$ cat src/rtl/muldiv_if.sv
// Handshake and result bus between the EX stage (master) and the multiply/divide
// sequencer (slave).
interface muldiv_if #(
   parameter int WIDTH = 32
);
   logic             start;
   logic [5:0]       instReg;
   logic [WIDTH-1:0] readRs;
   logic [WIDTH-1:0] readRt;
   logic             busy;
   logic             stallEx;
   logic             done;
   logic             divZero;
   logic [WIDTH-1:0] hi;
   logic [WIDTH-1:0] lo;
   logic [WIDTH-1:0] outMd;

   modport master (
      output start, instReg, readRs, readRt,
      input  busy, stallEx, done, divZero, hi, lo, outMd
   );

   modport slave (
      input  start, instReg, readRs, readRt,
      output busy, stallEx, done, divZero, hi, lo, outMd
   );
endinterface

$ cat src/rtl/muldiv_sequencer.sv
// Iterative one-bit-per-cycle multiply/divide unit owning HI/LO, with EX-stage
// stall generation for HI/LO accesses that arrive while an operation is in flight.
module muldiv_sequencer #(
   parameter int WIDTH = 32
) (
   input  logic     clk,
   input  logic     reset,
   muldiv_if.slave  bus
);
   localparam int CW = (WIDTH > 1) ? $clog2(WIDTH) : 1;
   localparam logic [5:0] F_MFHI = 6'h10;
   localparam logic [5:0] F_MTHI = 6'h11;
   localparam logic [5:0] F_MTLO = 6'h13;

   typedef enum logic [1:0] {S_IDLE, S_RUN, S_FIX} state_t;

   state_t             state_q, state_d;
   logic [CW-1:0]      cnt_q, cnt_d;
   logic [2*WIDTH-1:0] acc_q, acc_d;
   logic [WIDTH-1:0]   opnd_q, opnd_d;
   logic [WIDTH-1:0]   hi_q, hi_d;
   logic [WIDTH-1:0]   lo_q, lo_d;
   logic               is_div_q, is_div_d;
   logic               neg_q, neg_d;
   logic               rem_neg_q, rem_neg_d;
   logic               dz_q, dz_d;
   logic               done_q, done_d;
   logic               div_zero_q, div_zero_d;

   logic               is_muldiv, op_signed, op_div;
   logic [WIDTH-1:0]   a_abs, b_abs;
   logic [WIDTH:0]     mul_sum, div_rem_sh, div_diff;
   logic [2*WIDTH-1:0] mul_next, div_next, prod_fix;
   logic [WIDTH-1:0]   quot_fix, rem_fix;

   // funct 0x18..0x1B: bit0 = unsigned, bit1 = divide
   assign is_muldiv = (bus.instReg[5:2] == 4'b0110);
   assign op_signed = ~bus.instReg[0];
   assign op_div    = bus.instReg[1];
   assign a_abs     = (op_signed && bus.readRs[WIDTH-1]) ? -bus.readRs : bus.readRs;
   assign b_abs     = (op_signed && bus.readRt[WIDTH-1]) ? -bus.readRt : bus.readRt;

   // Multiply: accumulator is {partial product, remaining multiplier bits}.
   assign mul_sum  = {1'b0, acc_q[2*WIDTH-1:WIDTH]} + (acc_q[0] ? {1'b0, opnd_q} : '0);
   assign mul_next = {mul_sum, acc_q[WIDTH-1:1]};

   // Divide: accumulator is {partial remainder, dividend bits shifting into quotient}.
   assign div_rem_sh = {acc_q[2*WIDTH-1:WIDTH], acc_q[WIDTH-1]};
   assign div_diff   = div_rem_sh - {1'b0, opnd_q};
   assign div_next   = {(div_diff[WIDTH] ? div_rem_sh[WIDTH-1:0] : div_diff[WIDTH-1:0]),
                        acc_q[WIDTH-2:0], ~div_diff[WIDTH]};

   assign prod_fix = neg_q ? -acc_q : acc_q;
   assign quot_fix = neg_q ? -acc_q[WIDTH-1:0] : acc_q[WIDTH-1:0];
   assign rem_fix  = rem_neg_q ? -acc_q[2*WIDTH-1:WIDTH] : acc_q[2*WIDTH-1:WIDTH];

   always_comb begin
      state_d    = state_q;
      cnt_d      = cnt_q;
      acc_d      = acc_q;
      opnd_d     = opnd_q;
      hi_d       = hi_q;
      lo_d       = lo_q;
      is_div_d   = is_div_q;
      neg_d      = neg_q;
      rem_neg_d  = rem_neg_q;
      dz_d       = dz_q;
      done_d     = 1'b0;
      div_zero_d = 1'b0;
      case (state_q)
         S_IDLE: begin
            if (bus.start) begin
               if (is_muldiv) begin
                  is_div_d = op_div;
                  if (op_div && (bus.readRt == '0)) begin
                     dz_d    = 1'b1;
                     state_d = S_FIX;
                  end else begin
                     dz_d      = 1'b0;
                     cnt_d     = '0;
                     neg_d     = op_signed && (bus.readRs[WIDTH-1] ^ bus.readRt[WIDTH-1]);
                     rem_neg_d = op_signed && bus.readRs[WIDTH-1];
                     acc_d     = op_div ? {{WIDTH{1'b0}}, a_abs} : {{WIDTH{1'b0}}, b_abs};
                     opnd_d    = op_div ? b_abs : a_abs;
                     state_d   = S_RUN;
                  end
               end else if (bus.instReg == F_MTHI) begin
                  hi_d = bus.readRs;
               end else if (bus.instReg == F_MTLO) begin
                  lo_d = bus.readRs;
               end
            end
         end
         S_RUN: begin
            acc_d = is_div_q ? div_next : mul_next;
            cnt_d = cnt_q + CW'(1);
            if (cnt_q == CW'(WIDTH - 1)) begin
               state_d = S_FIX;
            end
         end
         S_FIX: begin
            done_d     = 1'b1;
            div_zero_d = dz_q;
            dz_d       = 1'b0;
            if (!dz_q) begin
               if (is_div_q) begin
                  hi_d = rem_fix;
                  lo_d = quot_fix;
               end else begin
                  hi_d = prod_fix[2*WIDTH-1:WIDTH];
                  lo_d = prod_fix[WIDTH-1:0];
               end
            end
            state_d = S_IDLE;
         end
         default: state_d = S_IDLE;
      endcase
   end

   always_ff @(posedge clk or posedge reset) begin
      if (reset) begin
         state_q    <= S_IDLE;
         cnt_q      <= '0;
         acc_q      <= '0;
         opnd_q     <= '0;
         hi_q       <= '0;
         lo_q       <= '0;
         is_div_q   <= 1'b0;
         neg_q      <= 1'b0;
         rem_neg_q  <= 1'b0;
         dz_q       <= 1'b0;
         done_q     <= 1'b0;
         div_zero_q <= 1'b0;
      end else begin
         state_q    <= state_d;
         cnt_q      <= cnt_d;
         acc_q      <= acc_d;
         opnd_q     <= opnd_d;
         hi_q       <= hi_d;
         lo_q       <= lo_d;
         is_div_q   <= is_div_d;
         neg_q      <= neg_d;
         rem_neg_q  <= rem_neg_d;
         dz_q       <= dz_d;
         done_q     <= done_d;
         div_zero_q <= div_zero_d;
      end
   end

   assign bus.busy    = (state_q != S_IDLE);
   assign bus.stallEx = bus.start & bus.busy;
   assign bus.done    = done_q;
   assign bus.divZero = div_zero_q;
   assign bus.hi      = hi_q;
   assign bus.lo      = lo_q;
   assign bus.outMd   = (bus.instReg == F_MFHI) ? hi_q : lo_q;
endmodule

$ cat src/flat_wrapper.sv
// flat-port wrapper written by rule: the top's interface ports become plain ports
module muldiv_sequencer_flat 
#(
   parameter int WIDTH = 32
)
  (clk, reset, bus_start, bus_instReg, bus_readRs, bus_readRt, bus_busy, bus_stallEx, bus_done, bus_divZero, bus_hi, bus_lo, bus_outMd);
  muldiv_if #(.WIDTH(WIDTH)) bus_i ();
  input  logic clk;
  input  logic reset;
  input wire logic [$bits(bus_i.start)-1:0] bus_start;
  input wire logic [$bits(bus_i.instReg)-1:0] bus_instReg;
  input wire logic [$bits(bus_i.readRs)-1:0] bus_readRs;
  input wire logic [$bits(bus_i.readRt)-1:0] bus_readRt;
  output wire logic [$bits(bus_i.busy)-1:0] bus_busy;
  output wire logic [$bits(bus_i.stallEx)-1:0] bus_stallEx;
  output wire logic [$bits(bus_i.done)-1:0] bus_done;
  output wire logic [$bits(bus_i.divZero)-1:0] bus_divZero;
  output wire logic [$bits(bus_i.hi)-1:0] bus_hi;
  output wire logic [$bits(bus_i.lo)-1:0] bus_lo;
  output wire logic [$bits(bus_i.outMd)-1:0] bus_outMd;
  assign bus_i.start = bus_start;
  assign bus_i.instReg = bus_instReg;
  assign bus_i.readRs = bus_readRs;
  assign bus_i.readRt = bus_readRt;
  assign bus_busy = bus_i.busy;
  assign bus_stallEx = bus_i.stallEx;
  assign bus_done = bus_i.done;
  assign bus_divZero = bus_i.divZero;
  assign bus_hi = bus_i.hi;
  assign bus_lo = bus_i.lo;
  assign bus_outMd = bus_i.outMd;
  muldiv_sequencer #(.WIDTH(WIDTH)) u_core (.clk(clk), .reset(reset), .bus(bus_i));
endmodule
$ cat config.mk
export PLATFORM = sky130hd
export DESIGN_NAME = muldiv_sequencer_flat
export DESIGN_NICKNAME = d
export VERILOG_FILES = /design/src/rtl/muldiv_if.sv /design/src/rtl/muldiv_sequencer.sv /design/src/flat_wrapper.sv
export SDC_FILE = /design/constraint.sdc
export NUM_CORES = 1
export LEC_CHECK = 0
export ABC_CLOCK_PERIOD_IN_PS = 6460
export CELL_PAD_IN_SITES_DETAIL_PLACEMENT = 0
export CELL_PAD_IN_SITES_GLOBAL_PLACEMENT = 1
export CORE_ASPECT_RATIO = 1.75
export CORE_MARGIN = 5
export CORE_UTILIZATION = 40
export DETAILED_ROUTE_END_ITERATION = 10
export PLACE_DENSITY_LB_ADDON = 0.1
export SLEW_MARGIN = 20
export SYNTH_ARGS = -nofsm -noshare
export SYNTH_HDL_FRONTEND = slang
export SYNTH_SLANG_ARGS = --single-unit
$ cat constraint.sdc
create_clock -name clk -period 6.46 [get_ports clk]
set_clock_uncertainty 0.05 [all_clocks]
set_input_delay 0.646 -clock clk [delete_from_list [all_inputs] [get_ports clk]]
set_output_delay 0.646 -clock clk [all_outputs]
set_load 0.1 [all_outputs]
### Word-level counts from Yosys, hierarchy flattened

Cells that the tools add are included.

| operators by class | value |
|---|---|
| $add $sub $neg | 8 |
| equal/unequal tests | 16 |
| mux-type cells | 43 |
| bitwise gates (word level) | 5 |
| reductions and logical operators | 16 |

Operator list:

| cell | number |
|---|---|
| 32-bit two-way mux | 20 |
| 64-bit two-way mux | 5 |
| 32-bit negation | 4 |
| 32-bit case mux with 2 select lines | 2 |
| 64-bit case mux with 2 select lines | 1 |
| 64-bit negation | 1 |
| 32-bit by 33-bit adder with 33-bit output | 1 |
| 33-bit by 32-bit subtractor with 33-bit output | 1 |
| 32-bit zero test | 1 |
| 6-bit by 5-bit equality test with 1-bit output (second input constant) | 3 |
| 5-bit two-way mux | 3 |
| 2-bit inequality test (second input constant) | 5 |
| 5-bit case mux with 2 select lines | 1 |
| 3-bit AND reduction | 3 |
| 2-bit two-way mux | 4 |
| 2-bit by 1-bit inequality test with 1-bit output (second input constant) | 4 |
| 4-bit AND reduction | 2 |
| 6-bit AND reduction | 1 |
| 2-bit nonzero test | 3 |
| 5-bit by 1-bit adder with 5-bit output (second input constant) | 1 |
| 5-bit equality test (second input constant) | 1 |
| 1-bit two-way mux | 5 |
| 5-bit AND reduction | 1 |
| 4-bit by 3-bit equality test with 1-bit output (second input constant) | 1 |
| other kinds (9) | 14 |

| storage, ports and cells | value |
|---|---|
| register bits | 173 |
| output and inout bits | 100 |

### Logic depth before layout (Yosys ltp)

Gate-level depths: netlist of run 1.

| logic depth | value |
|---|---|
| depth in word-level cells | 8 |
| depth in mapped cells | 14 |
| mapped depth without buffers | 13 |

### Worst setup path before layout of run 1

Ideal clock, no wire load.

| timing | value |
|---|---|
| path type | in2reg |
| start point | in bus_readRs[8] |
| end point | reg u_core.opnd_q[24] |
| arrival | 2.847 ns |
| required time | 6.285 ns |
| slack | 3.439 ns |
| stages | 8 |
| buffers on the path | 0 |
| cell sequence | or4_4 or4_4 nor3b_4 nand2_4 o41ai_2 xor2_1 o21ai_1 mux2_2 |

| between the ends | value |
|---|---|
| cells in the longest elaborated chain, start to end | 3 |

RTL lines:

| item | line | source |
|---|---|---|
| start: declaration | flat_wrapper.sv:12 | `input wire logic [$bits(bus_i.readRs)-1:0] bus_readRs;` |
| 32-bit negation | muldiv_sequencer.sv:40 | `assign a_abs = (op_signed && bus.readRs[WIDTH-1]) ? -bus.readRs : bus.readRs;` |
| 32-bit two-way mux | muldiv_sequencer.sv:40 |  |
| 32-bit two-way mux | muldiv_sequencer.sv:84 | `opnd_d = op_div ? b_abs : a_abs;` |
| end signal: assignment | muldiv_sequencer.sv:138 | `opnd_q <= opnd_d;` |
| end: declaration | muldiv_sequencer.sv:20 | `logic [WIDTH-1:0] opnd_q, opnd_d;` |

Every way passes these cells.
A chain may end at the register's enable or synchronous reset.

### Worst setup path after layout of run 1

| timing | value |
|---|---|
| start point | in bus_instReg[4] |
| end point | out bus_outMd[8] |

| between the ends | value |
|---|---|
| cells in the longest elaborated chain, start to end | 2 |

RTL lines:

| item | line | source |
|---|---|---|
| start: declaration | flat_wrapper.sv:11 | `input wire logic [$bits(bus_i.instReg)-1:0] bus_instReg;` |
| 6-bit by 5-bit equality test with 1-bit output | muldiv_sequencer.sv:156 | `assign bus.outMd = (bus.instReg == F_MFHI) ? hi_q : lo_q;` |
| 32-bit two-way mux | muldiv_sequencer.sv:156 |  |
| end: declaration | flat_wrapper.sv:20 | `output wire logic [$bits(bus_i.outMd)-1:0] bus_outMd;` |

Every way passes these cells.

==> flow_summary.json, run 1 <==
{
  "outcome": "finished clean",
  "num_vias": 14900,
  "fmax_mhz": 236,
  "antennaDiodeCount": 0,
  "synth_edf_count": 0,
  "antenna_left": 0,
  "final_cell_mix": "nor2_1, nand2_1, o21ai_0",
  "hp-class": "flip-flop to flip-flop",
  "synthCells": 1960,
  "final_common_cell": "nor2_1",
  "drtIter0Drc": 926,
  "gp_congestion": 0.959,
  "cp_data_arrival_time_ps": 3540,
  "post_synth_mux_area_share_pct": 7.88,
  "grt_pass1_vias": 14900,
  "synth_top_family_by_area": "compound AO/OA/AOI/OAI gates",
  "cp-start-kind": "input pin",
  "cap_violations": 0,
  "grt_pass1_wl_um": 85500,
  "syn_nets": 2105,
  "tightest_slew_ps": 1010,
  "cts_max_path_buffers": 2,
  "areaGrowthSynthToFinish_pct": 17.4,
  "min_period_ps": 4240,
  "ys_warn_count": 0,
  "ys_seq_elements": 173,
  "routed_wl_um": 55800,
  "clock_sinks": 173,
  "drt_first_pass_iters": 5,
  "cts_htree_levels": 4,
  "critical_path_class": "input pin to output pin",
  "cp_data_required_time_ps": 5760,
  "fin_nets": 2209,
  "synth_xor_area_share_pct": 9.62,
  "vias_per_cell": 5.82,
  "syn-cell-area_um2": 15400,
  "postCtsSetupBuffers": 0,
  "dp_hpwl_um": 44400,
  "grtUsageTotal_pct": 25.7,
  "core_um2": 38300,
  "grt_max_degree": 69,
  "worstSetupEndpointType": "output pin",
  "cp_max_fo": 32,
  "slew_viol_final": 0,
  "power_density_nw_per_um2": 390,
  "ir_drop_v": 0.000493,
  "power.total_mw": 7.04,
  "finalSetupViolations": 0,
  "fin_crit_sh_pct": 65.6,
  "die_area_um2": 42600,
  "ys.flop_type": "dfrtp_1",
  "clock_latency_ps": 460,
  "synth_top_cell_area_share_pct": 28.1,
  "root_buffer": "clkbuf_16",
  "placed_cell_area_um2": 17500,
  "antenna_found_initial": 0,
  "async_flop_share_pct": 100,
  "port-buffer-count": 172,
  "cts_resized": 0,
  "synth.area.top_cells": "dfrtp_1, o21ai_0, ha_1",
  "hold_violations": 0,
  "die_y_um": 269,
  "num_rows": 95,
  "synth-compound-area-share_pct": 24.8,
  "wl_per_cell_um": 21.8,
  "rsz0062_at_grt": "false",
  "fin_tns_setup_ps": 0,
  "yosysSeqAreaShare_pct": 28.1,
  "ios": 173,
  "drive_gt1_share_pct": 6.50,
  "grt-ovfl-total": 0,
  "die_w_um": 158,
  "p_leak_nw": 7.71,
  "synth_largest_area_cell": "dfrtp_1",
  "syn_avg_cell_area_um2": 7.85,
  "cts_tree": "done",
  "post-route-cell-area_um2": 18100,
  "clkTransAtPathRegs_ps": 70,
  "holdBufCountCts": 0,
  "synth_fa_ha_area_share_pct": 5.95,
  "synth_simple_gate_area_share_pct": 18.9,
  "max_slew_margin_pct": 32.8,
  "numCtsBuffers": 17,
  "drc": 0,
  "start_util_pct": 40.2,
  "synth.distinct_cells": 77
}
-- power by group --
part / total, mW / internal [mW] / leakage [nW] / switching (mW)
Combinational: 4.22 / 1.58 / 5.29 / 2.64
Clock: 1.01 / 0.532 / 0.267 / 0.479
Sequential: 1.81 / 1.33 / 2.15 / 0.483
Total: 7.04 / 3.44 / 7.71 / 3.60
-- sequential cells by signal, indices dropped and copies added (netlist names), 2 cells and up --
| register | cells |
|---|---|
| u_core.acc_q | 64 |
| u_core.bus.hi | 32 |
| u_core.bus.lo | 32 |
| u_core.opnd_q | 32 |
| u_core.cnt_q | 5 |
| u_core.state_q | 2 |
-- cells in the mapped netlist (37+ instances only) --
library cell / number
nor3_1: 37
xnor2_1: 89
dfrtp_1: 173
inv_1: 75
a21oi_1: 166
ha_1: 70
mux2i_1: 66
o21ai_0: 188
mux2_2: 49
xor2_1: 80
clkbuf_1: 89
o31ai_1: 37
nand2_1: 211
nor2_1: 227
-- critical path: stages --
cell	delay [ps]
clkdlybuf4s50_1	450
nor3b_1	440
nor2b_1	240
nand2_1	70
buf_4	260
mux2_2	280
clkdlybuf4s50_1	1130
-- routing by layer --
| layer | part of all wire, % | track usage [%] | wire length, µm |
|---|---|---|---|
| met4 | 4.1 | 10.8 | 2270 |
| met2 | 52 | 46.7 | 29100 |
| met5 | 0 | 0 | 0 |
| met1 | 40 | 30.5 | 22500 |
| met3 | 3.6 | 2.31 | 2000 |
-- through the flow --
stage               cells  hold slack (ps)  util, %  setup slack [ps]
finish               2562              437     47.2              2220
global route         2562              476     47.2              2140
CTS                  2562              443     47.2              2240
detailed placement   2530              427     45.7              1960
global placement     2530              417     45.7              2060
floorplan            1960              400        -              1080
-- area by class of cell --
class | instances | area, µm²
clock buffers | 19 | 433
clock inverters | 13 | 118
fillers | 3866 | 20200
inverters | 76 | 290
multi-input cells | 1598 | 10400
flip-flops and latches | 173 | 4330
well taps | 485 | 607
repair buffers | 198 | 1910
-- path summary, 6_finish.rpt --
kind / endpoint / cells past startpoint / slack, ps / startpoint
worst max-delay path: bus_outMd[8] / 7 / 2220 / bus_instReg[4]
worst min-delay path: u_core.opnd_q[12] / 2 / 440 / u_core.opnd_q[12]
worst max register to register: u_core.bus.hi[26] / 8 / 2430 / u_core.acc_q[20]
worst min register to register: u_core.opnd_q[12] / 2 / 440 / u_core.opnd_q[12]
max in group asynchronous: u_core.is_div_q / 3 / 4350 / reset
min in group asynchronous: u_core.bus.lo[26] / 2 / 580 / reset
-- logic make-up (layout without fill, tap and decap cells) --
| group | after synthesis | after routing |
|---|---|---|
| AO/OA/AOI/OAI | 611 | 611 |
| XOR/XNOR | 169 | 169 |
| adder cells (fa/ha/maj) | 72 | 72 |
| buffers and inverters | 189 | 306 |
| flip-flops | 173 | 173 |
| multiplexers | 115 | 115 |
| AND/OR/NAND/NOR | 631 | 631 |
Power figures use the tool's default switching activity.
==> run 2, diff against run 1 <==
ABC_CLOCK_PERIOD_IN_PS = 4350   (was 6460)
clock period = 4.35 ns   (was 6.46 ns; I/O delays follow)
==> run 2 against run 1 <==
Cell area rose by 3.6%. Critical path depth rose by 2. Non-clock buffer count rose by 33. Die area did not move.
==> flow_summary.json, run 2 (synthesis gave the netlist of run 1 again) <==
{
  "worstSetupEndpointType": "flip-flop",
  "clock_sinks": 173,
  "regMostFlops": "u_core.acc_q",
  "crit_family": "simple AND/OR/NAND/NOR gates",
  "final_cell_mix": "nor2_1, nand2_1, o21ai_0",
  "wl_per_cell_um": 22.2,
  "drtIter0Drc": 887,
  "finish.utilization_pct": 48.9,
  "setup_ws_ps": 567,
  "die_w_um": 158,
  "grt-ovfl-total": 0,
  "dp_cells": 2563,
  "fin_tns_setup_ps": 0,
  "finalSetupViolations": 0,
  "cp_data_required_time_ps": 4640,
  "holdWs_ps": 331,
  "path_cells": "clkdlybuf4s50_1 -> or4_1 -> nor4_1 -> nand2b_1 -> or4_1 -> o31ai_2 -> xor2_1 -> o21ai_1 -> mux2_2",
  "start_util_pct": 40.2,
  "grt_max_degree": 65,
  "nFillCells": 3775,
  "cp_max_fo": 6,
  "cts_resized": 0,
  "antennaDiodeCount": 0,
  "postCtsSetupBuffers": 0,
  "p_leak_nw": 8.07,
  "power_density_nw_per_um2": 575,
  "largest_register_ffs": 64,
  "outcome": "finished clean",
  "holdBufCountCts": 0,
  "grtUsageTotal_pct": 26.5,
  "cts_max_path_buffers": 2,
  "dp_hpwl_um": 46200,
  "core_um2": 38300,
  "root_buffer": "clkbuf_16",
  "ir_drop_v": 0.000474,
  "seq_area_um2": 4330,
  "fmax_mhz": 264,
  "cp-start-kind": "input pin",
  "ios": 173,
  "crit_slowest_cell": "nor4_1",
  "num_rows": 95,
  "clock_latency_ps": 460,
  "grt_pass1_vias": 15100,
  "cts_htree_levels": 4,
  "antenna_left": 0,
  "grt_pass1_wl_um": 87600,
  "port-buffer-count": 172,
  "routed_wl_um": 57600,
  "place_ws_ps": 199,
  "rsz0062_at_grt": "false",
  "cts_tree": "done",
  "fin_nets": 2242,
  "critPathMaxStageDelay_ps": 660,
  "worst-r2r-setup-slack_ps": 610,
  "placed_cell_area_um2": 18100,
  "numCtsBuffers": 17,
  "cap_violations": 0,
  "crit_buf_inv": 1,
  "tightest_slew_ps": 996,
  "post-route-cell-area_um2": 18700,
  "power.total_mw": 10.8,
  "finalNonFillerCells": 2595,
  "drc": 0,
  "min_period_ps": 3780,
  "vias_per_cell": 5.80,
  "final_common_cell": "nor2_1",
  "areaGrowthSynthToFinish_pct": 21.7,
  "drt_first_pass_iters": 5,
  "die_y_um": 269,
  "drive_gt1_share_pct": 9.48,
  "critical_path_class": "input pin to flip-flop",
  "multi_input_area_um2": 10400,
  "clkTransAtPathRegs_ps": 80,
  "hp-class": "input pin to asynchronous set/reset pin",
  "die_area_um2": 42600,
  "fin_crit_sh_pct": 87.0,
  "max_slew_margin_pct": 33.4,
  "gp_congestion": 0.938,
  "cp_data_arrival_time_ps": 4070,
  "hold_violations": 0,
  "cpMostUsedCell": "or4_1",
  "num_vias": 15100,
  "slew_viol_final": 0,
  "antenna_found_initial": 0
}
run 2: worst register-to-register path, delay by kind of cell, from the launching register on:
| kind | cells | cell delay, ps |
|---|---|---|
| simple gates | 3 | 440 |
| compound gates | 6 | 2030 |
| buf+inv | 1 | 280 |
| flops | 1 | 470 |
| fa+ha+maj | 1 | 360 |
run 2: path summary, 6_finish.rpt:
kind                                        start           endpoint  cells past startpoint
worst max-delay path               bus_readRs[18]  u_core.opnd_q[30]                      9
worst min-delay path                        reset  u_core.bus.hi[23]                      2
worst max register to register   u_core.acc_q[33]   u_core.acc_q[56]                     11
worst min register to register  u_core.opnd_q[15]  u_core.opnd_q[15]                      2
max in group asynchronous                   reset   u_core.opnd_q[0]                      3
min in group clk                u_core.opnd_q[15]  u_core.opnd_q[15]                      2
run 2: where the power goes:
part,switching (mW),internal [mW]
clock,0.797,0.781
sequential,0.654,1.97
combinational,4.03,2.53
run 2: area by class of cell:
cell class / count / area share, %
repair buffers: 231 / 13.7
inverters: 76 / 1.54
flip-flops and latches: 173 / 23.1
multi-input cells: 1598 / 55.3
clock inverters: 14 / 0.742
clock buffers: 18 / 2.35
well taps: 485 / 3.24
run 2: routing by layer:
layer	part of all wire (%)	track usage [%]	up-vias	wire [µm]
met5	0	0	-	0
met4	4.6	11.5	0	2660
met3	4.0	2.89	105	2310
met2	51	47.3	447	29500
met1	40	31.3	7206	23100
li1	-	-	7299	-
==> run 3, diff against run 2 <==
--- a/config.mk
+++ b/config.mk
@@ -14,5 +14,5 @@
 export DETAILED_ROUTE_END_ITERATION = 10
 export PLACE_DENSITY_LB_ADDON = 0.1
-export SLEW_MARGIN = 20
+export SLEW_MARGIN = 10
 export SYNTH_ARGS = -nofsm -noshare
 export SYNTH_HDL_FRONTEND = slang
--- a/constraint.sdc
+++ b/constraint.sdc
@@ -3,3 +3,3 @@
 set_input_delay 0.435 -clock clk [delete_from_list [all_inputs] [get_ports clk]]
 set_output_delay 0.435 -clock clk [all_outputs]
-set_load 0.1 [all_outputs]
+set_load 0.01 [all_outputs]
==> run 3 against run 2 <==
Sequential power about the same. Sequential share of layout area up 0.48 points. Maximum frequency grew 1.5%. Combinational power down 8.5%. Die area stayed put. Via count is 0.77% lower. Routed wire length up 1.3%. Global-route usage is 0.17 points higher. Total power fell by 4.8%. Register-to-register slack barely moved. Cell area shrank 2.0%.
==> flow_summary.json, run 3 (synthesis gave the netlist of run 1 again) <==
{
  "outcome": "finished clean",
  "root_buffer": "clkbuf_16",
  "fin_crit_sh_pct": 85.7,
  "ios": 173,
  "cp_data_required_time_ps": 4660,
  "final_cell_mix": "nor2_1, nand2_1, o21ai_0",
  "holdBufCountCts": 0,
  "antenna_left": 0,
  "grt_pass1_vias": 14900,
  "tightest_slew_ps": 885,
  "grt_pass1_wl_um": 87700,
  "rsz0062_at_grt": "false",
  "setup_ws_ps": 624,
  "clock_sinks": 173,
  "critical_path_class": "flip-flop to flip-flop",
  "worstSetupEndpointType": "flip-flop",
  "routed-wl-met2_um": 29700,
  "wl_met1_um": 23400,
  "cp_max_fo": 9,
  "p_leak_nw": 7.88,
  "start_util_pct": 40.2,
  "largest_register_ffs": 64,
  "final_common_cell": "nor2_1",
  "numCtsBuffers": 17,
  "grt-ovfl-total": 0,
  "clkTransAtPathRegs_ps": 80,
  "core_um2": 38300,
  "max_slew_margin_pct": 40.7,
  "clock_latency_ps": 460,
  "num_rows": 95,
  "wl_per_cell_um": 22.5,
  "dp_hpwl_um": 46500,
  "die_y_um": 269,
  "drive_gt1_share_pct": 7.78,
  "drc": 0,
  "highest_layer": "met4",
  "hp-class": "input pin to asynchronous set/reset pin",
  "drtIter0Drc": 930,
  "grt_max_degree": 69,
  "cap_violations": 0,
  "fin_tns_setup_ps": 0,
  "vias_per_cell": 5.76,
  "place_ws_ps": 187,
  "wl_met3_um": 2250,
  "min_period_ps": 3730,
  "die_area_um2": 42600,
  "cts_max_path_buffers": 2,
  "hold_violations": 0,
  "r2r-start": "u_core.acc_q[48]",
  "areaGrowthSynthToFinish_pct": 19.2,
  "p_int_mw": 5.24,
  "finish.utilization_pct": 47.9,
  "port-buffer-count": 172,
  "setup.worst_path.start": "u_core.acc_q[48]",
  "routed_wl_um": 58300,
  "cp-start-kind": "flip-flop",
  "clkPwrFrac_pct": 15.6,
  "slew_viol_final": 0,
  "antennaDiodeCount": 0,
  "holdWs_ps": 272,
  "ir_drop_v": 0.000343,
  "switching_power_mw": 5.00,
  "finalSetupViolations": 0,
  "cts_tree": "done",
  "die_w_um": 158,
  "cts_resized": 0,
  "gp_congestion": 0.960,
  "postCtsSetupBuffers": 0,
  "fin_nets": 2239,
  "antenna_found_initial": 0,
  "switching_share_pct": 48.8,
  "fmax_mhz": 268,
  "grtUsageTotal_pct": 26.6,
  "drt_first_pass_iters": 5,
  "num_vias": 14900,
  "regMostFlops": "u_core.acc_q",
  "cp_data_arrival_time_ps": 4040,
  "seqPwrFrac_pct": 25.8,
  "power_density_nw_per_um2": 559,
  "cts_htree_levels": 4,
  "comb_power_share_pct": 58.6,
  "power.total_mw": 10.2
}
run 3: power by group through the flow:
stage          Combinational, mW  Clock (mW)  Sequential [mW]
2_1_floorplan               4.25           0             2.39
3_3_place_gp                5.91           0             2.65
3_5_place_dp                5.96           0             2.67
4_1_cts                     5.98        1.63             2.63
5_1_grt                     6.58        1.67             2.70
6_report                    6.00        1.60             2.65
run 3: layout make-up:
cell class / instances / area [µm²]
fillers: 3850 / 19900
well taps: 485 / 607
clock buffers: 18 / 429
flip-flops and latches: 173 / 4330
clock inverters: 14 / 148
repair buffers: 228 / 2180
inverters: 76 / 289
multi-input cells: 1598 / 10400
run 3: worst max-delay path: stages (launching register included):
cell and delay (ps):
dfrtp_1 490, ha_1 480, nand2_1 230, nor4_1 450
inv_1 80, a211oi_1 750, o31ai_1 240, a21oi_1 250
o21ai_0 200, mux2i_1 160, o41ai_1 240
run 3: final timing paths:
kind / depth (start not counted) / end / slack [ps]
setup / recovery: 10 / u_core.acc_q[63] / 620
setup reg to reg: 10 / u_core.acc_q[63] / 620
max in group asynchronous: 3 / u_core.is_div_q / 2970
hold reg to reg: 2 / u_core.opnd_q[29] / 440
min in group clk: 2 / u_core.opnd_q[29] / 440
hold / removal: 2 / u_core.bus.lo[23] / 270
run 3: metrics by stage:
stage          std cells  instance area (µm²)
2_1_floorplan       1960                15400
4_1_cts             2592                18300
3_5_place_dp        2560                17800
6_report            2592                18300
5_1_grt             2592                18300
3_3_place_gp        2560                17800
run 3: per-layer routing:
layer  vias up  GRT usage [%]
li1       7306              -
met2       431           47.3
met4         0           12.8
met1      7081           31.5
met3       123           2.57
met5         -              0
